==> src/rtl/shared_bus_rr_arbiter_if.sv <==
// Handshake bundle between NREQ requesters, the round-robin arbiter and the shared consumer.
// The arbiter connects through the slave modport; the master modport is the requester/consumer side.
interface shared_bus_rr_arbiter_if #(
   parameter int unsigned WIDTH = 8,
   parameter int unsigned NREQ  = 4
);
   localparam int unsigned IDW = (NREQ > 1) ? $clog2(NREQ) : 1;

   logic [NREQ-1:0]       in_valid;
   logic [NREQ*WIDTH-1:0] in_data;
   logic [NREQ-1:0]       in_last;
   logic [NREQ-1:0]       in_ready;
   logic                  out_valid;
   logic [WIDTH-1:0]      out_data;
   logic                  out_last;
   logic [IDW-1:0]        out_id;
   logic                  out_ready;
   logic                  busy;

   modport slave (
      input  in_valid, in_data, in_last, out_ready,
      output in_ready, out_valid, out_data, out_last, out_id, busy
   );

   modport master (
      output in_valid, in_data, in_last, out_ready,
      input  in_ready, out_valid, out_data, out_last, out_id, busy
   );
endinterface

==> src/rtl/shared_bus_rr_arbiter.sv <==
// Round-robin arbiter sharing one WIDTH-bit stream port among NREQ requesters.
// A grant is held for a whole burst (in_last or MAX_BURST beats), then priority rotates.
module shared_bus_rr_arbiter #(
   parameter int unsigned WIDTH     = 8,
   parameter int unsigned NREQ      = 4,
   parameter int unsigned MAX_BURST = 4
) (
   input  logic                   clk,
   input  logic                   rst,
   shared_bus_rr_arbiter_if.slave bus
);
   localparam int unsigned IDW = (NREQ > 1) ? $clog2(NREQ) : 1;
   localparam int unsigned SW  = IDW + 1;
   localparam int unsigned CW  = (MAX_BURST > 1) ? $clog2(MAX_BURST + 1) : 1;

   typedef enum logic {
      ST_IDLE  = 1'b0,
      ST_GRANT = 1'b1
   } state_e;

   state_e         state_q, state_d;
   logic [IDW-1:0] ptr_q, ptr_d;
   logic [IDW-1:0] grant_q, grant_d;
   logic [IDW-1:0] out_id_q, out_id_d;
   logic [CW-1:0]  cnt_q, cnt_d;
   logic           busy_q, busy_d;

   logic             granted_c;
   logic             g_valid_c;
   logic             g_last_c;
   logic [WIDTH-1:0] g_data_c;
   logic             last_c;
   logic             beat_c;
   logic [NREQ-1:0]  ready_c;
   logic [NREQ-1:0]  rot_c;
   logic [SW-1:0]    win_off_c;
   logic [SW-1:0]    win_sum_c;
   logic [IDW-1:0]   win_idx_c;
   logic             win_found_c;
   logic [IDW-1:0]   ptr_next_c;

   // A reset cycle must never accept a beat, so the grant is masked while rst is high.
   assign granted_c = (state_q == ST_GRANT) && !rst;

   // Mux of the granted requester's stream.
   always_comb begin
      g_valid_c = 1'b0;
      g_last_c  = 1'b0;
      g_data_c  = '0;
      for (int unsigned i = 0; i < NREQ; i++) begin
         if (grant_q == IDW'(i)) begin
            g_valid_c = bus.in_valid[i];
            g_last_c  = bus.in_last[i];
            g_data_c  = bus.in_data[i*WIDTH +: WIDTH];
         end
      end
   end

   assign last_c = g_last_c || (cnt_q == CW'(MAX_BURST - 1));
   assign beat_c = granted_c && g_valid_c && bus.out_ready;

   always_comb begin
      ready_c = '0;
      for (int unsigned i = 0; i < NREQ; i++) begin
         if (granted_c && (grant_q == IDW'(i))) begin
            ready_c[i] = bus.out_ready;
         end
      end
   end

   // Rotate requests so bit 0 is the pointer position; the lowest set bit wins.
   always_comb begin
      rot_c       = NREQ'({bus.in_valid, bus.in_valid} >> ptr_q);
      win_off_c   = '0;
      win_found_c = |bus.in_valid;
      for (int i = int'(NREQ) - 1; i >= 0; i--) begin
         if (rot_c[i]) begin
            win_off_c = SW'(i);
         end
      end
      win_sum_c = {1'b0, ptr_q} + win_off_c;
      if (win_sum_c >= SW'(NREQ)) begin
         win_sum_c = win_sum_c - SW'(NREQ);
      end
      win_idx_c = win_sum_c[IDW-1:0];
   end

   assign ptr_next_c = (grant_q == IDW'(NREQ - 1)) ? '0 : grant_q + IDW'(1);

   // Next-state logic.
   always_comb begin
      state_d = state_q;
      ptr_d   = ptr_q;
      grant_d = grant_q;
      cnt_d   = cnt_q;
      case (state_q)
         ST_IDLE: begin
            if (win_found_c) begin
               grant_d = win_idx_c;
               cnt_d   = '0;
               state_d = ST_GRANT;
            end
         end
         ST_GRANT: begin
            if (beat_c) begin
               if (last_c) begin
                  state_d = ST_IDLE;
                  ptr_d   = ptr_next_c;
                  cnt_d   = '0;
               end else begin
                  cnt_d = cnt_q + CW'(1);
               end
            end
         end
         default: state_d = ST_IDLE;
      endcase
      busy_d   = (state_d == ST_GRANT);
      out_id_d = busy_d ? grant_d : '0;
   end

   always_ff @(posedge clk) begin
      if (rst) begin
         state_q  <= ST_IDLE;
         ptr_q    <= '0;
         grant_q  <= '0;
         cnt_q    <= '0;
         busy_q   <= 1'b0;
         out_id_q <= '0;
      end else begin
         state_q  <= state_d;
         ptr_q    <= ptr_d;
         grant_q  <= grant_d;
         cnt_q    <= cnt_d;
         busy_q   <= busy_d;
         out_id_q <= out_id_d;
      end
   end

   assign bus.in_ready  = ready_c;
   assign bus.out_valid = granted_c && g_valid_c;
   assign bus.out_data  = granted_c ? g_data_c : '0;
   assign bus.out_last  = granted_c && last_c;
   assign bus.out_id    = out_id_q;
   assign bus.busy      = busy_q;
endmodule

==> src/flat_wrapper.sv <==
// flat-port wrapper written by rule: the top's interface ports become plain ports
module shared_bus_rr_arbiter_flat 
#(
   parameter int unsigned WIDTH     = 8,
   parameter int unsigned NREQ      = 4,
   parameter int unsigned MAX_BURST = 4
)
  (clk, rst, bus_in_valid, bus_in_data, bus_in_last, bus_out_ready, bus_in_ready, bus_out_valid, bus_out_data, bus_out_last, bus_out_id, bus_busy);
  shared_bus_rr_arbiter_if #(.WIDTH(WIDTH), .NREQ(NREQ)) bus_i ();
  input  logic clk;
  input  logic rst;
  input wire logic [$bits(bus_i.in_valid)-1:0] bus_in_valid;
  input wire logic [$bits(bus_i.in_data)-1:0] bus_in_data;
  input wire logic [$bits(bus_i.in_last)-1:0] bus_in_last;
  input wire logic [$bits(bus_i.out_ready)-1:0] bus_out_ready;
  output wire logic [$bits(bus_i.in_ready)-1:0] bus_in_ready;
  output wire logic [$bits(bus_i.out_valid)-1:0] bus_out_valid;
  output wire logic [$bits(bus_i.out_data)-1:0] bus_out_data;
  output wire logic [$bits(bus_i.out_last)-1:0] bus_out_last;
  output wire logic [$bits(bus_i.out_id)-1:0] bus_out_id;
  output wire logic [$bits(bus_i.busy)-1:0] bus_busy;
  assign bus_i.in_valid = bus_in_valid;
  assign bus_i.in_data = bus_in_data;
  assign bus_i.in_last = bus_in_last;
  assign bus_i.out_ready = bus_out_ready;
  assign bus_in_ready = bus_i.in_ready;
  assign bus_out_valid = bus_i.out_valid;
  assign bus_out_data = bus_i.out_data;
  assign bus_out_last = bus_i.out_last;
  assign bus_out_id = bus_i.out_id;
  assign bus_busy = bus_i.busy;
  shared_bus_rr_arbiter #(.WIDTH(WIDTH), .NREQ(NREQ), .MAX_BURST(MAX_BURST)) u_core (.clk(clk), .rst(rst), .bus(bus_i));
endmodule
==> config.mk <==
export PLATFORM = sky130hd
export DESIGN_NAME = shared_bus_rr_arbiter_flat
export DESIGN_NICKNAME = d
export VERILOG_FILES = /design/src/rtl/shared_bus_rr_arbiter_if.sv /design/src/rtl/shared_bus_rr_arbiter.sv /design/src/flat_wrapper.sv
export SDC_FILE = /design/constraint.sdc
export NUM_CORES = 1
export LEC_CHECK = 0
export CELL_PAD_IN_SITES_DETAIL_PLACEMENT = 0
export CELL_PAD_IN_SITES_GLOBAL_PLACEMENT = 1
export CORE_AREA = 5 5 71 73
export CTS_CLUSTER_SIZE = 8
export DETAILED_ROUTE_END_ITERATION = 10
export DIE_AREA = 0 0 76 78
export GPL_TIMING_DRIVEN = 0
export PLACE_DENSITY = 0.83
export SLEW_MARGIN = 25
export SYNTH_ARGS = -nofsm -noshare
export SYNTH_HDL_FRONTEND = slang
export SYNTH_SLANG_ARGS = --single-unit
==> constraint.sdc <==
create_clock -name clk -period 2.75 [get_ports clk]
set_clock_uncertainty 0.05 [all_clocks]
set_input_delay 0.55 -clock clk [delete_from_list [all_inputs] [get_ports clk]]
set_output_delay 0.55 -clock clk [all_outputs]
set_load 0.01 [all_outputs]
# Word-level counts from Yosys, hierarchy flattened

Cells that the tools add are included.

Add/sub/neg operators: 4
Order comparisons: 1
Equal/unequal tests: 6
Shift operators: 1
Multiplexer cells: 33
Bitwise operators: 2
Reductions and logical operators: 15

Operators with widths:

| kind                                                      | count |
|---|---|
| two-way mux 8 bit                                         | 5 |
| two-way mux 2 bit                                         | 8 |
| two-way mux 1 bit                                         | 15 |
| two-way mux 3 bit                                         | 3 |
| logical AND 1 bit                                         | 8 |
| >> shifter 8 x 2 -> 4 bit                                 | 1 |
| case mux 3 bit (2 select lines)                           | 1 |
| equality test 2 bit (second input constant)               | 2 |
| OR reduction 4 bit                                        | 1 |
| adder 2 x 2 -> 3 bit                                      | 1 |
| adder 3 x 1 -> 3 bit (second input constant)              | 1 |
| equality test 3 x 2 -> 1 bit (second input constant)      | 1 |
| greater-or-equal comparator 3 bit (second input constant) | 1 |
| AND reduction 3 bit                                       | 1 |
| adder 2 x 1 -> 2 bit (second input constant)              | 1 |
| equality test 2 x 1 -> 1 bit (second input constant)      | 1 |
| logical NOT 2 bit                                         | 1 |
| != test 2 x 1 -> 1 bit (second input constant)            | 1 |
| != test 2 bit (second input constant)                     | 1 |
| inverter 1 bit                                            | 2 |
| case mux 1 bit (2 select lines)                           | 1 |
| AND reduction 2 bit                                       | 1 |
| OR reduction 2 bit                                        | 1 |
| subtractor 2 x 1 -> 2 bit (second input constant)         | 1 |
| 2 further kinds                                           | 2 |

Bits in registers: 10
Input port bits: 43
Output and inout bits: 17
Logic and storage cells: 67

# Longest topological paths before layout

Gate-level depths: netlist of run 1.

Depth after elaboration: 11
Gate-level depth with buffers: 9
Gate-level depth less buffers: 9

# Least setup slack after synthesis of run 1

OpenSTA, ideal clock, no wires.

Path kind: input to register
Start: input port bus_in_valid[0]
End: register u_core.out_id_q[1], in the netlist u_core.bus.out_id[1]
Library setup time: 0.121 ns
Data arrival time: 2.078 ns
Required time: 2.579 ns
Setup slack: 0.502 ns
Cell stages on the path: 8
Path buffers: 1
Cell sequence: clkbuf_1 > or4_1 > o211ai_1 > ha_1 > xor2_1 > or3_1 > mux2i_1 > nor3_1

Cells in the longest elaborated chain, start to end: 10
Elaborated cells on any way between the ends: 23
Those cells by class: 2 x add/sub; 1 x order compare; 1 x shift; 14 x mux; 1 x bitwise; 4 x reduce/logical

RTL lines:

| what                                                                 | line                                                     | text |
|---|---|---|
| start, declared                                                      | flat_wrapper.sv:12                                       | `input wire logic [$bits(bus_i.in_valid)-1:0] bus_in_valid;` |
| >> shifter 8 x 2 -> 4 bit or two-way mux 1 bit (tied branches)       | shared_bus_rr_arbiter.sv:73, shared_bus_rr_arbiter.sv:51 |  |
| two-way mux 2 bit or two-way mux 1 bit (tied branches) (3 in series) | shared_bus_rr_arbiter.sv:77, shared_bus_rr_arbiter.sv:51 |  |
| two-way mux 2 bit or logical AND 1 bit (tied branches)               | shared_bus_rr_arbiter.sv:77, shared_bus_rr_arbiter.sv:60 |  |
| adder 2 x 2 -> 3 bit or logical AND 1 bit (tied branches)            | shared_bus_rr_arbiter.sv:81, shared_bus_rr_arbiter.sv:60 |  |
| greater-or-equal comparator 3 bit (tied with other cells)            | shared_bus_rr_arbiter.sv:82                              | `if (win_sum_c >= SW'(NREQ)) begin` |
| two-way mux 2 bit or case mux 1 bit (2 select lines) (tied branches) | shared_bus_rr_arbiter.sv:82, shared_bus_rr_arbiter.sv:96 |  |
| two-way mux 2 bit or inverter 1 bit (tied branches)                  | -                                                        |  |
| two-way mux 2 bit or OR reduction 2 bit (tied branches)              | -                                                        |  |
| end signal, assigned                                                 | shared_bus_rr_arbiter.sv:135                             | `out_id_q <= out_id_d;` |
| end, declared                                                        | shared_bus_rr_arbiter.sv:24                              | `logic [IDW-1:0] out_id_q, out_id_d;` |

Several ways; a longest one is shown, not always the timed one.
A chain may end at the register's enable or synchronous reset.

# Final worst setup path of run 1

Start: input port bus_in_valid[3]
End: output port bus_out_valid

Cells in the longest elaborated chain, start to end: 2

RTL lines:

| what              | line                         | text |
|---|---|---|
| two-way mux 1 bit | shared_bus_rr_arbiter.sv:51  | `if (grant_q == IDW'(i)) begin` |
| logical AND 1 bit | shared_bus_rr_arbiter.sv:140 | `assign bus.out_valid = granted_c && g_valid_c;` |
| end, declared     | flat_wrapper.sv:17           | `output wire logic [$bits(bus_i.out_valid)-1:0] bus_out_valid;` |

No other way between the ends.

==> results of run 1 <==
==> sequential cells by signal, summed over array words and instances, names as in the netlist <==
| signal | flops |
|---|---|
| u_core.ptr_q | 2 |
| u_core.grant_q | 2 |
| u_core.bus.out_id | 2 |
| u_core.cnt_q | 3 |
| u_core.state_q | 1 |
==> power groups by stage <==
stage	Combinational, mW	Clock (mW)	Sequential [mW]
floorplan	0.122	0	0.162
global placement	0.236	0	0.162
detailed placement	0.240	0	0.162
CTS	0.243	0.187	0.159
global route	0.274	0.193	0.161
finish	0.245	0.182	0.160
==> kinds of logic after synthesis <==
family | share of synthesized area
compound gates | 0.236
xor+xnor | 0.00814
fa+ha+maj | 0.0814
buf+inv | 0.0744
flops | 0.186
simple gates | 0.320
mux | 0.0942
==> worst paths after layout <==
check	to	slack [ps]	depth (start not counted)
setup reg to reg	u_core.grant_q[1]	440	9
hold reg to reg	u_core.cnt_q[1]	430	2
setup / recovery	bus_out_valid	110	5
hold / removal	u_core.cnt_q[1]	430	2
==> cell type report <==
class	count	area, µm²	share of cell area
Timing Repair Buffer	58	564	0.313
Tap cell	52	65.1	0.0361
Sequential cell	10	203	0.112
Clock buffer	4	55.1	0.0305
Buffer	9	66.3	0.0368
Inverter	9	33.8	0.0187
Multi-Input combinational cell	119	817	0.453
==> tightest hold or removal path, cell delays in order (launching register included) <==
cell	delay, ps
sky130_fd_sc_hd__dfxtp_1	310
sky130_fd_sc_hd__nand3_1	60
sky130_fd_sc_hd__o21ai_0	60
==> routing by layer <==
metal | vias up | wire length, µm
met5 | - | 0
met4 | 0 | 50
met3 | 4 | 194
met2 | 28 | 1770
met1 | 590 | 1570
li1 | 653 | -
==> layout by cell type, fill, tap and decap left out, drive strengths merged, types with 5 or more instances in the layout <==
cell,count
dlygate4sd2,11
ha,7
buf,5
dfxtp,10
and3b,7
clkbuf,9
a21oi,10
o21ai,12
mux2i,9
nand2,11
clkdlybuf4s50,46
inv,9
nor2,23
==> timing repair <==
item / CTS / global route
pin swaps: 1 / 2
gates resized for setup: 23 / 8
buffers inserted: 1 / 0
endpoints found under the setup margin: 13 / 4
hold buffers: 0 / 0
==> stage by stage <==
stage / util / worst slack (ps) / instances
3_3_place_gp: 0.399 / -419 / 257
5_1_grt: 0.420 / 9.41 / 261
3_5_place_dp: 0.399 / -409 / 257
6_report: 0.420 / 113 / 261
4_1_cts: 0.416 / 17.9 / 262
2_1_floorplan: - / 502 / 148
==> summary.md, run 1 <==
| Metric | Value |
|---|---|
| Result of the run | finished, final reports clean |
| Synth cell count leaders | sky130_fd_sc_hd__nor2_1, sky130_fd_sc_hd__nand2_1, sky130_fd_sc_hd__o21ai_0 |
| Via count of the first global-routing pass | roughly 1200 |
| Largest delay contributor family on the critical path | buffers and inverters |
| Internal power | around 0.42 mW |
| First-pass GRT wire length | ~5900 µm |
| Average detailed-routed wire length per instance | roughly 14 µm |
| Fraction of layout instances using a drive strength above 1 | 0.110 |
| Synth-to-layout area growth | 67.7% |
| Worst-path clk slew | approximately 40 ps |
| Met2 usage in global routing | 0.209 |
| Crit end category | output port |
| Number of pins exceeding their max-slew limit in the final report | 0 |
| Fill cell count | 443 |
| Post-synth ARST share | 0 |
| Switching pwr | ~0.17 mW |
| Hold Startpoint | u_core.cnt_q[1] |
| Data arrival time at the worst-slack endpoint | slightly above 2000 ps |
| Overall power after layout | a little under 0.6 mW |
| Largest cells by area after synthesis | sky130_fd_sc_hd__dfxtp_1, sky130_fd_sc_hd__mux2i_1, sky130_fd_sc_hd__ha_1 |
| Synthesized instance count | roughly 150 |
| DRT Wirelength | roughly 3600 µm |
| Count of H-tree levels built during CTS | 1 |
| Sequential Power Share | 0.272 |
| Post-synth top flop | sky130_fd_sc_hd__dfxtp_1 |
| Max-Slew Margin vs Limit | 0.635 |
| Final Net Count | 260 |
| Total Die Area | 5930 µm² |
| Clock group share of total power | 0.310 |
| Vias post-DR | ~1300 |
| All-layer global routing usage | 0.120 |
| Pin count of the biggest net entering global routing | 11 |
| Cell row count | 24 |
| Clock tree from TritonCTS | built |
| Io pins | 60 |
| Warnings, synthesis | 0 |
| Final worst path period need | between 2000 and 3000 ps |
| Maximum vdd drop | around 0.20 mV |
| Setup Crit Path Kind | primary input to output port |
| Yosys top cell by area | sky130_fd_sc_hd__dfxtp_1 |
| Post-route clock period utilization | 0.959 |
| Longest Clk Path Bufs | 2 |
| Number of antenna-violating nets in the routed design | 0 |
| Required time at the endpoint of the critical path | 2150 ps |
| Top-count cell post-synth | sky130_fd_sc_hd__nor2_1 |
| Final instance area | 1800 µm² |
| Count of endpoints failing setup in the final report | 0 |
| Sequential fraction of the synthesis area | 0.186 |
| DIE WIDTH | 76 µm |
| Met1 track utilization from global routing | 0.142 |
| Longest individual stage delay on the worst path | around 540 ps |
| Starting Density | 0.251 |
| Die Ht | roughly 80 µm |
| Sink count of the clock tree | 10 |
| Max capacitance violation total | 0 |
| Final Hold Slack | ~430 ps |
| Number of buffers inserted during clock tree synthesis | 3 |
| Synth cell types | 41 |
| Antenna Cells | 0 |
| Port Buffer Count | 57 |
| Startpoint of the lowest-slack register-to-register path | u_core.ptr_q[0] |
| Sum of buffers and inverters on the critical path | 3 |
| Congestion Overflow GR | 0 |
| Measured slew at the worst slew-check pin | roughly 540 ps |
| Avg Cell Area, Syn | just over 7 µm² |
| Cell at the root of the clock tree | sky130_fd_sc_hd__clkbuf_8 |
| Maximum clock frequency | ~380 MHz |
| Gate power share | 0.418 |
| Number of DRC violations after detailed routing | 0 |
| Routing layer with the top usage in global route | met2 |
| Critical Path, Cell by Cell | clkdlybuf4s50_1 -> inv_1 -> a211o_1 -> a31oi_2 -> dlygate4sd2_1 |
| Synthesized area | between 1000 and 1500 µm² |
| RSZ-0062 raised after global routing | false |
| Per-cell via count in the routed design | 4.89 |
| LEAKAGE | around 0.76 nW |
| Timing startpoint of the critical path | bus_in_valid[3] |
| Share of total power consumed by net switching | 0.291 |
| Hold crit path type | flop to flop |
| Flip-flop and latch count after synthesis | 10 |
| Antenna violations before repair | 0 |
| Post-route setup TNS | 0 ps |
| Placed wire-length estimate after detailed placement | between 2000 and 3000 µm |
| Met3 track demand over resource | 0.0440 |
| Core area | around 4300 µm² |
| Final Hold Viols | 0 |
| Synthesized netlist net count | between 150 and 200 |
| Power per Cell Area | between 300 and 400 nW/µm² |
| Slowest cell on the critical path | sky130_fd_sc_hd__clkdlybuf4s50_1 |
| Pre-antenna DRT Iters | 4 |
| Dpl cell area | 1710 µm² |
| Routability congestion estimate from global placement | roughly 0.76 |
| Kind of launch point of the worst setup path | primary input |
| Number of synthesized flops with an enable pin | 0 |
| CP Max Fanout | 5 |
| Area fraction of the dominant cell type after synthesis | 0.186 |
| Insertion delay to the later sink of the worst-skew pair | ~230 ps |
| 1st-iter DRT viols | 33 |
Power figures use the tool's default switching activity.
==> run 2: changes to the inputs <==
--- a/config.mk
+++ b/config.mk
@@ -5,14 +5,15 @@
 export SDC_FILE = /design/constraint.sdc
 export NUM_CORES = 1
 export LEC_CHECK = 0
+export ABC_AREA = 1
 export CELL_PAD_IN_SITES_DETAIL_PLACEMENT = 0
 export CELL_PAD_IN_SITES_GLOBAL_PLACEMENT = 1
-export CORE_AREA = 5 5 71 73
+export CORE_AREA = 5 5 72 74
 export CTS_CLUSTER_SIZE = 8
 export DETAILED_ROUTE_END_ITERATION = 10
-export DIE_AREA = 0 0 76 78
+export DIE_AREA = 0 0 77 79
 export GPL_TIMING_DRIVEN = 0
-export PLACE_DENSITY = 0.83
+export PLACE_DENSITY = 0.84
 export SLEW_MARGIN = 25
 export SYNTH_ARGS = -nofsm -noshare
 export SYNTH_HDL_FRONTEND = slang
==> summary.md, run 2 <==
| Metric | Value |
|---|---|
| Average detailed-routed wire length per instance | around 13 µm |
| Maximum clock frequency | 385 MHz |
| Placed wire-length estimate after detailed placement | around 2900 µm |
| Measured slew at the worst slew-check pin | approximately 470 ps |
| Crit end category | output port |
| Required time at the endpoint of the critical path | around 2200 ps |
| Post-synth top flop | sky130_fd_sc_hd__dfxtp_1 |
| Synth cell count leaders | sky130_fd_sc_hd__nand2_1, sky130_fd_sc_hd__nor2_1, sky130_fd_sc_hd__a21oi_1 |
| Pin count of the biggest net entering global routing | 11 |
| Final std cells w/o fill | around 300 |
| Per-cell via count in the routed design | 4.62 |
| Sink count of the clock tree | 10 |
| Warnings, synthesis | 0 |
| Kind of launch point of the worst setup path | flop |
| Cell at the root of the clock tree | sky130_fd_sc_hd__clkbuf_8 |
| Flip-flop count of the largest register, all copies and words added | 3 |
| Longest Clk Path Bufs | 2 |
| Antenna violations before repair | 0 |
| Post-route clock period utilization | 0.945 |
| Port Buffer Count | 59 |
| Top-count cell post-synth | sky130_fd_sc_hd__nand2_1 |
| Worst-path clk slew | 50 ps |
| RSZ-0062 raised after global routing | true |
| Proportion of synthesized area in mux cells | 0 |
| Clock tree from TritonCTS | built |
| Yosys top cell by area | sky130_fd_sc_hd__dfxtp_1 |
| Overall power after layout | 0.625 mW |
| Compound-Gate Fraction of Synth Area | 0.245 |
| DIE WIDTH | 77 µm |
| Sum of buffers and inverters on the critical path | 4 |
| Final Hold Viols | 0 |
| Number of placed instances with taps included | a little under 300 |
| Adder-Cell Fraction of Synth Area | 0.0806 |
| Insertion delay to the later sink of the worst-skew pair | roughly 240 ps |
| Synth-to-layout area growth | 66.6% |
| CP Max Fanout | 10 |
| Fraction of layout instances using a drive strength above 1 | 0.0992 |
| Largest family of logic cells by synthesized area | simple AND/OR/NAND/NOR gates |
| Io pins | 60 |
| Die Ht | 79 µm |
| Flip-flop and latch count after synthesis | 10 |
| Hold crit path type | flop to flop |
| Avg Cell Area, Syn | about 6 µm² |
| Antenna Cells | 0 |
| Synth Area in XOR/XNOR | 0.00806 |
| Final worst path period need | 2600 ps |
| Via count of the first global-routing pass | about 1300 |
| Cell row count | 25 |
| Setup Crit Path Kind | flop to output port |
| Max-Slew Margin vs Limit | 0.686 |
| Number of buffers added to fix hold violations after cts | 0 |
| Share of synthesized cell area in and, or, nand and nor gates | 0.365 |
| Largest delay contributor family on the critical path | buffers and inverters |
| Data arrival time at the worst-slack endpoint | approximately 2000 ps |
| Largest cells by area after synthesis | sky130_fd_sc_hd__dfxtp_1, sky130_fd_sc_hd__nand2_1, sky130_fd_sc_hd__nor2_1 |
| Area fraction of the dominant cell type after synthesis | 0.184 |
| DRT Wirelength | roughly 3700 µm |
| First-pass GRT wire length | about 6300 µm |
| Post-synth ARST share | 0 |
| Register containing the most flip-flops in the final layout | u_core.cnt_q |
| Synthesized area | roughly 1100 µm² |
| Longest individual stage delay on the worst path | between 300 and 400 ps |
| 1st-iter DRT viols | 99 |
| Synthesized netlist net count | approximately 230 |
| Commonest non-fill, non-tap cell in the layout | sky130_fd_sc_hd__clkdlybuf4s50_1 |
| Final Net Count | approximately 300 |
| Most used cells in the layout excluding fill and tap cells | sky130_fd_sc_hd__clkdlybuf4s50_1, sky130_fd_sc_hd__nand2_1, sky130_fd_sc_hd__nor2_1 |
| Congestion Overflow GR | 0 |
| Result of the run | finished, final reports clean |
| Core area | approximately 4500 µm² |
| All-layer global routing usage | 0.125 |
| Critical Path, Cell by Cell | inv_1 -> ha_1 -> buf_4 -> clkbuf_4 -> o31ai_1 -> o21ai_0 -> nor2_1 -> dlygate4sd2_1 |
| Number of synthesized flops with an enable pin | 0 |
| Maximum vdd drop | about 0.24 mV |
| Pre-antenna DRT Iters | 4 |
| Synth cell types | 29 |
| Number of antenna-violating nets in the routed design | 0 |
| Max capacitance violation total | 0 |
| Count of H-tree levels built during CTS | 1 |
| Synthesized instance count | 179 |
| Sequential fraction of the synthesis area | 0.184 |
| Number of pins exceeding their max-slew limit in the final report | 0 |
| Total Die Area | slightly above 6000 µm² |
| Routability congestion estimate from global placement | approximately 0.81 |
| LEAKAGE | between 0.8 and 0.9 nW |
| Slowest cell on the critical path | sky130_fd_sc_hd__dfxtp_1 |
| Number of buffers inserted during clock tree synthesis | 3 |
| Count of endpoints failing setup in the final report | 0 |
| Dpl cell area | around 1700 µm² |
| Fill cell count | about 500 |
| Vias post-DR | about 1400 |
| Starting Density | 0.239 |
| Number of DRC violations after detailed routing | 0 |
| Final instance area | approximately 1800 µm² |
| Power per Cell Area | ~350 nW/µm² |
run 2: cell count changes in the layout (fill, tap and decap cells not counted), sizes merged, moves of 3 or more:
cell and delta:
o31ai +7, nand2b -3, nor2 +13, nand2 +26
and3b -7, nand3 +10, inv +9, mux2i -9
and3 -4, a21oi +8
run 2: repair_timing:
| item | in CTS | in global routing |
|---|---|---|
| setup endpoints to repair | 12 | 5 |
| pin swaps | 0 | 0 |
| resized for setup | 18 | 3 |
| buffers inserted | 0 | 0 |
run 2: stage by stage:
stage               setup TNS [ps]  utilization  setup slack, ps  hold WS, ps
floorplan                        0            -              720          405
global placement             -2420        0.385             -242          421
detailed placement           -2460        0.385             -246          424
CTS                              0        0.398             32.9          432
global route                 -46.2        0.399            -24.7          464
finish                           0        0.399              151          432
run 2: path summary, 6_finish.rpt:
kind	start	end	slack [ps]	depth (start not counted)
max	u_core.grant_q[0]	bus_out_data[5]	150	8
min	u_core.cnt_q[2]	u_core.cnt_q[2]	430	2
max reg2reg	u_core.ptr_q[0]	u_core.grant_q[1]	830	13
min reg2reg	u_core.cnt_q[2]	u_core.cnt_q[2]	430	2
run 2: where the power goes:
group,switching (mW),internal (mW),total [mW]
Sequential,0.00683,0.155,0.161
Clock,0.0592,0.126,0.185
Combinational,0.137,0.141,0.278
run 2: worst register-to-register path: cells and delay by family (launching register included):
family	cells	cell delay (ps)
AOI/OAI and AO/OA	1	190
xor gates and xnor gates	1	140
adders and majority gates	1	200
buffers and inverters	2	180
DFF	1	450
and+or+nand+nor	8	620
run 2: area by class of cell:
cell class              instances  area (µm²)  share of cell area
repair buffers                 59         582               0.322
plain buffers                   9        70.1              0.0387
inverters                      18        70.1              0.0387
flip-flops and latches         10         200               0.111
clock buffers                   4        55.1              0.0304
well taps                      54        67.6              0.0373
multi-input cells             142         764               0.423
run 2: cells by family after synthesis:
logic type,count (synthesis)
AO/OA/AOI/OAI,44
flip-flops,10
AND/OR/NAND/NOR,90
XOR/XNOR,1
adder cells (fa/ha/maj),7
buffers and inverters,27
run 2: metal layers:
metal	GRT usage	wire, µm	vias to the layer above
met4	0.0601	70	0
met5	0	0	-
met2	0.200	1610	58
li1	-	-	715
met1	0.162	1760	588
met3	0.0204	292	7
